--- src/rtl/xpt2046_touch_reader.sv ---
// rtl/xpt2046_touch_reader.sv - XPT2046 SPI poller with per-axis burst averaging
// Pen-down triggers bursts of alternating X/Y conversions; averaged results publish once per burst.
module xpt2046_touch_reader #(
  parameter int CLK_DIV        = 2,
  parameter int NUM_AVG_LOG2   = 2,
  parameter int GAP_CYCLES     = 1000,
  parameter int RELEASE_CYCLES = 20000
) (
  input  logic        clk,
  input  logic        rst_n,
  input  logic        penirq_n,
  input  logic        spi_miso,
  output logic        spi_cs_n,
  output logic        spi_sclk,
  output logic        spi_mosi,
  output logic [11:0] x_touch,
  output logic [11:0] y_touch,
  output logic        touch_input,
  output logic        sample_valid
);

  localparam int ACC_W = 12 + NUM_AVG_LOG2;
  localparam int IDX_W = NUM_AVG_LOG2 + 1;
  localparam int GAP_W = $clog2(GAP_CYCLES + 1);
  localparam int REL_W = $clog2(RELEASE_CYCLES + 1);
  localparam logic [7:0]       DIV_LAST = 8'(CLK_DIV - 1);
  localparam logic [GAP_W-1:0] GAP_LAST = GAP_W'(GAP_CYCLES - 1);
  localparam logic [REL_W-1:0] REL_MAX  = REL_W'(RELEASE_CYCLES);
  localparam logic [IDX_W-1:0] IDX_LAST = '1;

  typedef enum logic [2:0] {IDLE, CS_SETUP, XFER, CS_HOLD, PUBLISH, GAP} state_t;

  state_t             state;
  logic [1:0]         pen_sync;
  logic [7:0]         div_cnt;
  logic [4:0]         edge_cnt;
  logic [7:0]         tx_sr;
  logic [11:0]        rx_sr;
  logic [IDX_W-1:0]   xfer_idx;
  logic [ACC_W-1:0]   acc_x;
  logic [ACC_W-1:0]   acc_y;
  logic [GAP_W-1:0]   gap_cnt;
  logic [REL_W-1:0]   rel_cnt;
  logic               pen_down;
  logic               axis_y;
  logic [7:0]         cmd;

  assign pen_down = ~pen_sync[1];
  assign axis_y   = xfer_idx[0];
  assign cmd      = axis_y ? 8'h90 : 8'hD0;

  always_ff @(posedge clk or negedge rst_n) begin
    if (!rst_n) begin
      state        <= IDLE;
      pen_sync     <= 2'b11;
      div_cnt      <= '0;
      edge_cnt     <= '0;
      tx_sr        <= '0;
      rx_sr        <= '0;
      xfer_idx     <= '0;
      acc_x        <= '0;
      acc_y        <= '0;
      gap_cnt      <= '0;
      rel_cnt      <= '0;
      spi_cs_n     <= 1'b1;
      spi_sclk     <= 1'b0;
      spi_mosi     <= 1'b0;
      x_touch      <= '0;
      y_touch      <= '0;
      touch_input  <= 1'b0;
      sample_valid <= 1'b0;
    end else begin
      pen_sync     <= {pen_sync[0], penirq_n};
      sample_valid <= 1'b0;

      // PENIRQ is only meaningful while CS is high, so release timing runs in IDLE/GAP only.
      if (state == IDLE || state == GAP) begin
        if (pen_down) begin
          rel_cnt <= '0;
        end else begin
          if (rel_cnt != REL_MAX) rel_cnt <= rel_cnt + REL_W'(1);
          if (rel_cnt >= REL_MAX - REL_W'(1)) touch_input <= 1'b0;
        end
      end

      case (state)
        IDLE: begin
          acc_x    <= '0;
          acc_y    <= '0;
          xfer_idx <= '0;
          if (pen_down) begin
            div_cnt <= '0;
            state   <= CS_SETUP;
          end
        end
        CS_SETUP: begin
          spi_cs_n <= 1'b0;
          spi_mosi <= cmd[7];
          tx_sr    <= {cmd[6:0], 1'b0};
          edge_cnt <= '0;
          if (div_cnt == DIV_LAST) begin
            div_cnt <= '0;
            state   <= XFER;
          end else begin
            div_cnt <= div_cnt + 8'd1;
          end
        end
        XFER: begin
          if (div_cnt == DIV_LAST) begin
            div_cnt <= '0;
            if (!spi_sclk) begin
              spi_sclk <= 1'b1;
              edge_cnt <= edge_cnt + 5'd1;
              // edge_cnt holds the previous edge count, so 9..20 selects rising edges 10..21
              if (edge_cnt >= 5'd9 && edge_cnt <= 5'd20) rx_sr <= {rx_sr[10:0], spi_miso};
            end else begin
              spi_sclk <= 1'b0;
              spi_mosi <= tx_sr[7];
              tx_sr    <= {tx_sr[6:0], 1'b0};
              if (edge_cnt == 5'd24) begin
                state <= CS_HOLD;
                if (axis_y) acc_y <= acc_y + {{NUM_AVG_LOG2{1'b0}}, rx_sr};
                else        acc_x <= acc_x + {{NUM_AVG_LOG2{1'b0}}, rx_sr};
              end
            end
          end else begin
            div_cnt <= div_cnt + 8'd1;
          end
        end
        CS_HOLD: begin
          if (div_cnt == DIV_LAST) begin
            div_cnt  <= '0;
            spi_cs_n <= 1'b1;
            if (xfer_idx == IDX_LAST) begin
              state <= PUBLISH;
            end else if (pen_down) begin
              xfer_idx <= xfer_idx + IDX_W'(1);
              state    <= CS_SETUP;
            end else begin
              acc_x    <= '0;
              acc_y    <= '0;
              xfer_idx <= '0;
              gap_cnt  <= '0;
              state    <= GAP;
            end
          end else begin
            div_cnt <= div_cnt + 8'd1;
          end
        end
        PUBLISH: begin
          x_touch      <= acc_x[ACC_W-1:NUM_AVG_LOG2];
          y_touch      <= acc_y[ACC_W-1:NUM_AVG_LOG2];
          sample_valid <= 1'b1;
          touch_input  <= 1'b1;
          rel_cnt      <= '0;
          gap_cnt      <= '0;
          state        <= GAP;
        end
        GAP: begin
          acc_x    <= '0;
          acc_y    <= '0;
          xfer_idx <= '0;
          if (gap_cnt == GAP_LAST) begin
            gap_cnt <= '0;
            div_cnt <= '0;
            state   <= pen_down ? CS_SETUP : IDLE;
          end else begin
            gap_cnt <= gap_cnt + GAP_W'(1);
          end
        end
        default: state <= IDLE;
      endcase
    end
  end

endmodule

--- config.mk ---
export PLATFORM = sky130hd
export DESIGN_NAME = xpt2046_touch_reader
export DESIGN_NICKNAME = d
export VERILOG_FILES = /design/src/rtl/xpt2046_touch_reader.sv
export SDC_FILE = /design/constraint.sdc
export NUM_CORES = 1
export LEC_CHECK = 0
export ABC_AREA = 1
export CAP_MARGIN = 0
export CORE_UTILIZATION = 49
export DETAILED_ROUTE_END_ITERATION = 6
export PLACE_DENSITY = 0.67
export SYNTH_ARGS = -nofsm -noshare
export SYNTH_HDL_FRONTEND = slang
export SYNTH_SLANG_ARGS = --single-unit
--- constraint.sdc ---
create_clock -name clk -period 1.9 [get_ports clk]
set_input_delay 0.19 -clock clk [delete_from_list [all_inputs] [get_ports clk]]
set_output_delay 0.19 -clock clk [all_outputs]
set_load 0.1 [all_outputs]
==> results.txt <==
----------------------------------------------------
[Outcome]
  Result of the run ... finished, final reports clean

[Logic synthesis]
  Number of enable-type register cells in the synthesized netlist ... 0
  Syn avg cell area ... between 7 and 8 sq um
  Post-synthesis register bit count ... roughly 120
  Share of flip-flops with an asynchronous set or reset ... 1.00
  Post-synth cell types ... 34
  Netlist area before placement ... slightly above 7000 sq um
  Dominant register cell in the synthesized netlist ... dfrtp_1
  Syn Inst Count ... 982
  Number of warning messages in the yosys log ... 0
  Total nets after synthesis ... around 1,000
  Sequential cell area fraction in the yosys report ... 0.416

[Clocking]
  Worst-case clock buffer depth ... 2
  Clock transition at the registers of the reported paths ... around 0.060 ns
  Source-to-sink clock delay at the later pin of the worst-skew pair ... 0.42 ns
  Master cell of the clock root buffer ... clkbuf_16
  Clock tree from TritonCTS ... yes
  Number of H-tree branching levels ... 4
  Clock Sink Count ... around 120
  Total clock buffers created by CTS ... 17

[Place]
  Final HPWL DP ... between 10,000 and 15,000 um
  DP Worst Slack ... 0.0803 ns
  Placed instance count ... about 1,200
  Final Wtd Congestion ... slightly below 0.9
  Number of buffers added on ports ... 32

[Worst setup path]
  Setup slack, reg-to-reg ... ~0.1 ns
  WP data required ... 2.21 ns
  CP Data Arrival Time ... 2.11 ns
  Kind of start point of the critical path ... register
  Worst Setup Path Type ... reg -> reg
  Maximum fanout encountered on the critical timing path ... 4
  CP Capture Type ... register

[STA]
  Final hold violations ... 0
  Post-route setup TNS ... 0 ns
  Post-route setup slack ... a little under 0.1 ns
  Min cycle time layout ... about 1.8 ns
  Clock skew after layout ... slightly above 0.009 ns
  Transition time at the pin with the least slew margin ... slightly above 0.4 ns
  Final Slew Violations ... 0
  Peak Freq ... approximately 560 MHz
  Final period utilization ... 0.948
  Smallest hold slack ... around 0.18 ns
  Headroom to the max-slew limit ... 0.729
  Final number of setup-violating endpoints ... 0

[Finish]
  Share of cells above drive strength 1 ... 0.128
  Layout-stage area growth over the synthesis result ... 18.1%
  Layout filler cell count ... roughly 1,300
  Most common cell after layout, fill and taps aside ... nand2_1
  Commonest non-fill, non-tap cells in the layout ... nand2_1 (342), inv_1 (115), dfrtp_1 (114)
  Layout net count ... around 1,100
  Post-route insts no fill ... ~1,200
  Antenna cell count ... 0

[GRT]
  Via count of the first global-routing pass ... 6,003
  Total overflow reported by the global router ... 0
  Global-route wire length before repair ... ~28,000 um
  Global-route total usage across every layer ... 0.240
  Global Route met2 Usage ... 0.408
  GR peak layer ... met2
  Antenna violations before repair ... 0
  Grt met3 use ... 0.0488
  Maximum number of pins on one net before global-route repair ... 56
  Met1 demand-to-capacity share in global routing ... 0.306

[Routing]
  Drt via density ... just over 5
  Number of DRC markers in iteration 0 ... approximately 370
  Final wirelength ... roughly 17,000 um
  Number of iterations in the first detailed-routing pass ... 5
  Antenna-violating nets left ... 0
  DR vias ... 6,382
  DRC violations left ... 0
  Wire length per cell after detailed routing ... about 13 um

[Run]
  Max Cap Violations ... 0

[Hold path]
  Worst hold path class ... in -> reg

[Pwr]
  P_leak ... between 4 and 5 nW
  Power density normalized to cell area ... around 700 nW/um^2
  Maximum ir drop on the vdd rail ... around 580 uV
  Overall power after layout ... approximately 6 mW

[Floorplan]
  Total number of placement rows ... between 40 and 50
  Chip height ... 122 um
  Top-Level Pins ... 33
  Width of the chip ... 122 um
  Overall die area ... ~15,000 sq um
  Starting Density ... 0.508
  Area of the placeable core ... between 10,000 and 15,000 sq um

----------------------------------------------------
## power by group
group | internal (mW) | switching [mW] | leakage [nW]
Clock | 2.09 | 1.19 | 0.289
Sequential | 2.52 | 0.00781 | 1.61
Combinational | 0.0230 | 0.0667 | 2.51
Total | 4.63 | 1.27 | 4.41
## final cells by class
class	instances	area, sq um	area share
sequential	118	2960	0.353
multi-input combinational	722	3640	0.434
tap	180	225	0.0268
inverter	127	480	0.0573
timing repair buffer	60	487	0.0580
clock buffer	19	443	0.0528
clock inverter	13	155	0.0185
## flip-flops by register name (all words and copies together) (netlist names)
register and count:
edge_cnt 5, x_touch 12, xfer_idx 3, state 3
acc_x 14, pen_sync 2, touch_input 1, gap_cnt 10
div_cnt 8, y_touch 12, rel_cnt 15, spi_cs_n 1
sample_valid 1, acc_y 14, spi_mosi 1, rx_sr 12
tx_sr 3, spi_sclk 1
## worst paths after layout
check                             from           to  cells after the start
hold reg to reg            pen_sync[0]  pen_sync[1]                      0
min in group asynchronous        rst_n   div_cnt[4]                      2
setup reg to reg              rx_sr[2]     acc_y[7]                      6
hold / removal                penirq_n  pen_sync[0]                      1
setup / recovery              rx_sr[2]     acc_y[7]                      6
max in group asynchronous        rst_n  pen_sync[0]                      3
## per-layer routing
metal,up-vias,share of wire,routed length (um)
li1,3270,-,-
met1,2991,0.47,7780
met2,100,0.49,8060
met3,21,0.029,474
met4,0,0.017,274
met5,-,0,0
## cell usage after synthesis, types with 3 or more instances
cell	instances	share of area
inv_2	8	0.0042
o21ai_2	10	0.012
nand3b_1	5	0.0053
nor2_4	4	0.0063
nand3_1	83	0.058
xor2_1	12	0.015
buf_2	8	0.0056
nand2_2	6	0.0053
nand2_1	344	0.18
dfrtp_1	115	0.41
inv_1	119	0.063
o21ai_1	14	0.0099
nor3_1	16	0.011
buf_1	4	0.0021
o31ai_1	3	0.0032
xnor2_1	8	0.0099
o21ai_0	41	0.029
dfstp_2	3	0.011
o21bai_1	3	0.0032
nand4_1	27	0.024
ha_1	34	0.060
a21oi_1	18	0.013
nor2_1	82	0.043
## critical path, stage by stage (launching register included)
cell	delay [ns]
dfrtp_1	0.42
ha_1	0.37
nor2_1	0.07
a21oi_1	0.33
a21oi_1	0.15
xor2_1	0.25
o21ai_2	0.10
## cells by family after synthesis
family	Yosys count	synth area share
flip-flops	118	0.416
adder cells (fa/ha/maj)	36	0.0655
AND/OR/NAND/NOR	574	0.343
buffers and inverters	142	0.0780
AO/OA/AOI/OAI	92	0.0728
XOR/XNOR	20	0.0247
## through the flow
| step | util | cell area, sq um |
|---|---|---|
| finish | 0.600 | 8390 |
| global route | 0.600 | 8390 |
| CTS | 0.594 | 8310 |
| detailed placement | 0.550 | 7700 |
| global placement | 0.550 | 7700 |
| floorplan | - | 7100 |
## what timing repair did
action                                 CTS  global route
setup endpoints to repair                0            52
endpoints found under the hold margin   27             0
hold buffers                             1             0
resized for setup                        0            18
setup buffers                            0             4
Power figures use the tool's default switching activity.
